===== src/rtl/exit_reporter_pkg.sv =====
// exit_reporter_pkg: shared state type, message constants and hex encoder for the exit reporter
package exit_reporter_pkg;
   typedef enum logic [2:0] {IDLE, START, DATA, STOP, DONE} state_t;
   localparam int MSG_LEN = 15;
   localparam logic [7:0] CH_E  = 8'h45;
   localparam logic [7:0] CH_X  = 8'h58;
   localparam logic [7:0] CH_I  = 8'h49;
   localparam logic [7:0] CH_T  = 8'h54;
   localparam logic [7:0] CH_EQ = 8'h3D;
   localparam logic [7:0] CH_CR = 8'h0D;
   localparam logic [7:0] CH_LF = 8'h0A;
   function automatic logic [7:0] hex_ascii(input logic [3:0] n);
      return n < 4'd10 ? 8'h30 + {4'h0, n} : 8'h37 + {4'h0, n};
   endfunction
endpackage


===== src/rtl/uart_tx_byte.sv =====
// uart_tx_byte: 8N1 serializer; ready rises in the last stop-bit cycle so frames can run back to back
module uart_tx_byte
   import exit_reporter_pkg::*;
#(
   parameter int CLKS_PER_BIT = 130
) (
   input  logic       clk_gen,
   input  logic       rst_n,
   input  logic [7:0] data_i,
   input  logic       valid_i,
   output logic       ready_o,
   output logic       tx_o
);
   localparam int W = $clog2(CLKS_PER_BIT);
   localparam logic [W-1:0] LAST = W'(CLKS_PER_BIT - 1);
   state_t st;
   logic [W-1:0] baud;
   logic [2:0] bit_idx;
   logic [7:0] sh;
   logic last;
   assign last = baud == LAST;
   assign ready_o = st == IDLE || (st == STOP && last);
   always_ff @(posedge clk_gen or negedge rst_n)
      if (!rst_n) begin
         st <= IDLE;
         baud <= '0;
         bit_idx <= '0;
         sh <= '0;
         tx_o <= 1'b1;
      end else if (valid_i && ready_o) begin
         st <= START;
         baud <= '0;
         bit_idx <= '0;
         sh <= data_i;
         tx_o <= 1'b0;
      end else begin
         baud <= (st == IDLE || last) ? '0 : baud + 1'b1;
         if (last && st == START) begin
            st <= DATA;
            tx_o <= sh[0];
            sh <= sh >> 1;
         end else if (last && st == DATA) begin
            bit_idx <= bit_idx + 3'd1;
            st <= bit_idx == 3'd7 ? STOP : DATA;
            tx_o <= bit_idx == 3'd7 ? 1'b1 : sh[0];
            sh <= sh >> 1;
         end else if (last && st == STOP) st <= IDLE;
      end
endmodule


===== src/rtl/exit_status_uart_reporter.sv =====
// exit_status_uart_reporter: reports each new exit event as "EXIT=hhhhhhhh\r\n" over UART and drives status LEDs
module exit_status_uart_reporter
   import exit_reporter_pkg::*;
#(
   parameter int CLKS_PER_BIT = 130,
   parameter int SYNC_STAGES  = 2
) (
   input  logic        clk_gen,
   input  logic        rst_n,
   input  logic        exit_valid_i,
   input  logic [31:0] exit_value_i,
   output logic        uart_tx_o,
   output logic        busy_o,
   output logic        done_led_o,
   output logic        pass_led_o
);
   state_t st;
   logic [3:0] idx, nxt;
   logic [31:0] cap;
   logic [SYNC_STAGES-1:0] sync;
   logic vld_q, trig, ready, valid;
   logic [7:0] ch;
   assign trig = sync[SYNC_STAGES-1] && !vld_q;
   assign nxt = st == IDLE ? 4'd0 : idx + 4'd1;
   assign valid = st == IDLE ? trig : (st == START && ready && idx != 4'(MSG_LEN - 1));
   // cap shifts left per hex digit, so its top nibble is always the next digit to send
   assign ch = nxt == 4'd0  ? CH_E  :
               nxt == 4'd1  ? CH_X  :
               nxt == 4'd2  ? CH_I  :
               nxt == 4'd3  ? CH_T  :
               nxt == 4'd4  ? CH_EQ :
               nxt == 4'd13 ? CH_CR :
               nxt == 4'd14 ? CH_LF : hex_ascii(cap[31:28]);
   uart_tx_byte #(.CLKS_PER_BIT(CLKS_PER_BIT)) u_tx (
      .clk_gen(clk_gen),
      .rst_n(rst_n),
      .data_i(ch),
      .valid_i(valid),
      .ready_o(ready),
      .tx_o(uart_tx_o)
   );
   always_ff @(posedge clk_gen or negedge rst_n)
      if (!rst_n) begin
         sync <= '0;
         vld_q <= 1'b0;
         st <= IDLE;
         idx <= '0;
         cap <= '0;
         busy_o <= 1'b0;
         done_led_o <= 1'b0;
         pass_led_o <= 1'b0;
      end else begin
         sync <= SYNC_STAGES'({sync, exit_valid_i});
         vld_q <= sync[SYNC_STAGES-1];
         if (st == IDLE && trig) begin
            st <= START;
            idx <= '0;
            cap <= exit_value_i;
            busy_o <= 1'b1;
            pass_led_o <= exit_value_i == 32'd0;
         end else if (st == DONE) begin
            st <= IDLE;
            idx <= '0;
         end else if (st == START && ready) begin
            st <= valid ? START : DONE;
            idx <= nxt;
            busy_o <= valid;
            done_led_o <= done_led_o || !valid;
            if (nxt >= 4'd5 && nxt <= 4'd12) cap <= cap << 4;
         end
      end
endmodule

===== config.mk =====
export PLATFORM = sky130hd
export DESIGN_NAME = exit_status_uart_reporter
export DESIGN_NICKNAME = d
export VERILOG_FILES = /design/src/rtl/exit_reporter_pkg.sv /design/src/rtl/uart_tx_byte.sv /design/src/rtl/exit_status_uart_reporter.sv
export SDC_FILE = /design/constraint.sdc
export NUM_CORES = 1
export LEC_CHECK = 0
export CAP_MARGIN = 0
export CELL_PAD_IN_SITES_DETAIL_PLACEMENT = 0
export CELL_PAD_IN_SITES_GLOBAL_PLACEMENT = 1
export CORE_MARGIN = 1
export CORE_UTILIZATION = 45
export CTS_BUF_LIST = sky130_fd_sc_hd__clkbuf_8
export DETAILED_ROUTE_END_ITERATION = 10
export PLACE_DENSITY_LB_ADDON = 0.1
export SYNTH_ARGS = -nofsm -noshare
export SYNTH_HDL_FRONTEND = slang
export SYNTH_SLANG_ARGS = --single-unit

===== constraint.sdc =====
create_clock -name clk_gen -period 3.4 [get_ports clk_gen]
set_clock_uncertainty 0.2 [all_clocks]
set_input_delay 0.68 -clock clk_gen [delete_from_list [all_inputs] [get_ports clk_gen]]
set_output_delay 0.68 -clock clk_gen [all_outputs]
set_load 0.05 [all_outputs]

==> results by group <==
Worst setup path
  • CP startpoint: idx[0]
  • CP Launch Type: register
  • WP data required: 3430 ps
  • Crit path max-delay cell type: dfrtp_1
  • CP Buf/Inv Count: 1
  • Delay-heaviest family, CP: compound AO/OA/AOI/OAI gates
  • Crit. End Element: register
  • Crit path max fanout: 15
  • WP data arrival: 2820 ps
  • Crit path kind: reg2reg
  • Critical-path cell list: inv_1 -> ha_1 -> a21bo_2 -> a211oi_1 -> o311ai_0 -> a311oi_1 -> a221o_1
  • Largest stage delay on the critical path: about 630 ps
  • R2R Path Start: idx[0]

Status
  • Status: complete, no violations

Clocking
  • Post-CTS Hold Buffers: 0
  • CTS Buf Count: 9
  • Clk slew on worst S/H paths: roughly 70 ps
  • Clk sinks: 65
  • # Post-CTS Setup Buffers: 0
  • Root Buffer: clkbuf_8
  • Worst skew pair latency: ~340 ps
  • Largest buffer count on any clock path: 2
  • CTS resizes: 0
  • H-tree Lvls: 3
  • CTS tree: yes

Placement
  • Buffers on Ports: 38
  • DP Wirelength: roughly 6000 µm
  • Pre-CTS WS: roughly 660 ps
  • RD Place Congestion: approximately 0.84
  • DP Area: between 4000 and 5000 µm²

Drt
  • TritonRoute pass-1 iters: 4
  • Via Count: around 3200
  • Remaining antenna violation count after routing: 0
  • Average wire per standard cell: between 15 and 20 µm
  • DR iter-0 viols: 130
  • Drt drc: 0
  • Vias per cell: roughly 5.9
  • WL final: 8669 µm

Finish
  • P&R area growth vs syn: 18.76%
  • Ant diodes: 0
  • Layout Nets: 475
  • Share of cells above drive strength 1: approximately a tenth
  • Design area: approximately 4400 µm²

Logic synthesis
  • Seq cells post-synth: 65
  • Main area contributors after synthesis: dfrtp_1 (44%), o21ai_0 (5.3%), nor2_1 (5.3%)
  • EDFF count, synth: 0
  • Ys async rst share: 100.0%
  • Seq/Total Area, Yosys: 44.30%
  • Syn Nets: 449
  • Post-synthesis area per instance: around 9 µm²
  • Synth cell types: 61
  • Yosys warnings: 0
  • Share of the synthesized area in the top cell type: between 40% and 50%
  • Synthesized cell area: around 3700 µm²
  • Dominant synthesized flop cell: dfrtp_1
  • Largest area contributor in the synthesized netlist: dfrtp_1
  • Syn Inst Count: roughly 410

Timing
  • Pins Over Slew Limit: 0
  • Min Hold Slack: around 24 ps
  • Period minus WS final: approximately 2800 ps
  • Final setup fails: 0
  • Setup ws final: approximately 600 ps
  • Fmax: around 360 MHz
  • Worst Max-Slew Pin Slew: ~1200 ps
  • Fin crit share: 82.27%
  • Fin Setup TNS: 0 ps
  • Hold Violations, Final: 0
  • Unrepaired setup endpoints after global routing: no
  • Worst slew margin: 18.03%

Floorplanning
  • Chip Height: just over 90 µm
  • Die Wd: ~92 µm
  • Die area: between 8000 and 9000 µm²
  • Core area: between 7000 and 8000 µm²
  • Row count: 32
  • IO Count: 39
  • Starting Density: a little under half

GRT
  • Overflow after GRT: 0
  • Total track usage: 22.00%
  • Number of global-route vias before repair: ~3200
  • First-pass GRT wire length: between 10000 and 15000 µm
  • Initial antenna violation count: 0
  • Pin count of the biggest net entering global routing: 38

Power and ir drop
  • Max IR drop VDD: ~0.25 mV
  • Pwr Total: ~2400 µW
  • Leak Pwr: between 0.0015 and 0.002 µW
  • Pwr/cell area: about 560 nW/µm²

Min path
  • HP Class: in2async

Job
  • Max-cap violations: 0
==> cells in the final DEF, fill, tap and decap left out, types with 2 or more instances in the layout <==
cell / netlist / layout
a31oi_1: 30 / 30
a21o_1: 2 / 2
nand4_1: 4 / 4
clkbuf_8: 0 / 12
ha_1: 7 / 7
o21ai_1: 6 / 6
bufinv_16: 0 / 3
nand3_1: 14 / 14
or2_2: 3 / 3
and2_1: 2 / 2
nor2_1: 52 / 51
nand2b_1: 5 / 5
nand3b_1: 3 / 3
and4b_1: 3 / 3
nor3_1: 6 / 6
o21ai_0: 39 / 39
inv_1: 5 / 5
a22o_1: 4 / 4
nand2_1: 22 / 22
a22oi_1: 5 / 5
a211oi_1: 4 / 4
a21bo_2: 3 / 3
and3_1: 4 / 4
xor2_1: 7 / 7
nor4_1: 8 / 8
a221o_1: 2 / 2
xnor2_1: 6 / 6
a21oi_1: 36 / 36
clkdlybuf4s50_1: 0 / 37
buf_4: 0 / 7
dfrtp_1: 64 / 64
==> cells by family (layout without fill, tap and decap cells) <==
logic type | after synthesis | in the layout | share of synthesized area (%)
AOI/OAI and AO/OA | 148 | 148 | 25.37
and+or+nand+nor | 135 | 135 | 18.79
DFF | 65 | 65 | 44.30
buffers and inverters | 35 | 66 | 4.256
xor gates and xnor gates | 15 | 15 | 4.290
adders and majority gates | 8 | 8 | 2.690
muxes | 1 | 1 | 0.3064
==> layout make-up <==
type	instances	area (µm²)
fill	708	3443
multi-input combinational	307	1899
sequential	65	1628
timing repair buffer	45	427.9
clock buffer	12	165.2
tap	102	127.6
clock inverter	4	97.59
inverter	5	18.77
==> per-stage QoR <==
stage               instances  util (%)
detailed placement        524     52.53
global route              540     55.90
global placement          524     52.53
finish                    540     55.90
CTS                       540     55.90
floorplan                 407         -
==> layer usage <==
layer / GRT usage [%] / vias to the layer above / part of all wire, %
met4: 8.594 / 0 / 1.5
li1: - / 1554 / -
met2: 37.16 / 71 / 50
met3: 3.366 / 11 / 3.2
met5: 0 / - / 0
met1: 28.30 / 1543 / 45
==> synth_stat cells (2+ instances only) <==
cell type / instances
nand3_1: 14
a22o_1: 4
nor2_1: 52
a22oi_1: 5
inv_1: 5
a211oi_1: 4
xor2_1: 7
o21ai_1: 6
buf_2: 14
and4b_1: 3
and3_1: 4
a21oi_1: 36
nand3b_1: 3
a21bo_2: 3
nand4_1: 4
xnor2_1: 6
and2_1: 2
a21o_1: 2
ha_1: 7
clkbuf_1: 15
nor3_1: 6
dfrtp_1: 64
a31oi_1: 30
nand2_1: 22
nor4_1: 8
a221o_1: 2
o21ai_0: 39
or2_2: 3
nand2b_1: 5
==> state kept, by name, indices dropped and copies added (netlist names) <==
register	count
st	2
pass_led_o	1
u_tx.st	2
idx	4
cap	32
busy_o	1
u_tx.bit_idx	3
u_tx.tx_o	1
u_tx.baud	8
vld_q	1
u_tx.sh	7
done_led_o	1
sync	2
==> power by group <==
group | internal (µW) | switching, µW | leakage [µW]
clock | 548 | 315 | 0.000129
sequential | 949 | 158 | 0.000765
combinational | 228 | 242 | 0.000816
==> worst register-to-register path, cell delays in order (launching register included) <==
cell and delay (ps):
dfrtp_1 630, inv_1 180, ha_1 480, a21bo_2 250, a211oi_1 50, o311ai_0 420
a311oi_1 170, a221o_1 290
==> path summary, 6_finish.rpt <==
check / endpoint / slack [ps] / cells past startpoint
hold reg to reg: sync[1] / 150 / 0
min in group clk_gen: sync[1] / 150 / 0
setup reg to reg: u_tx.sh[3] / 600 / 7
max in group asynchronous: cap[11] / 2300 / 2
hold / removal: u_tx.st[0] / 20 / 1
setup / recovery: u_tx.sh[3] / 600 / 7
Power figures use the tool's default switching activity.
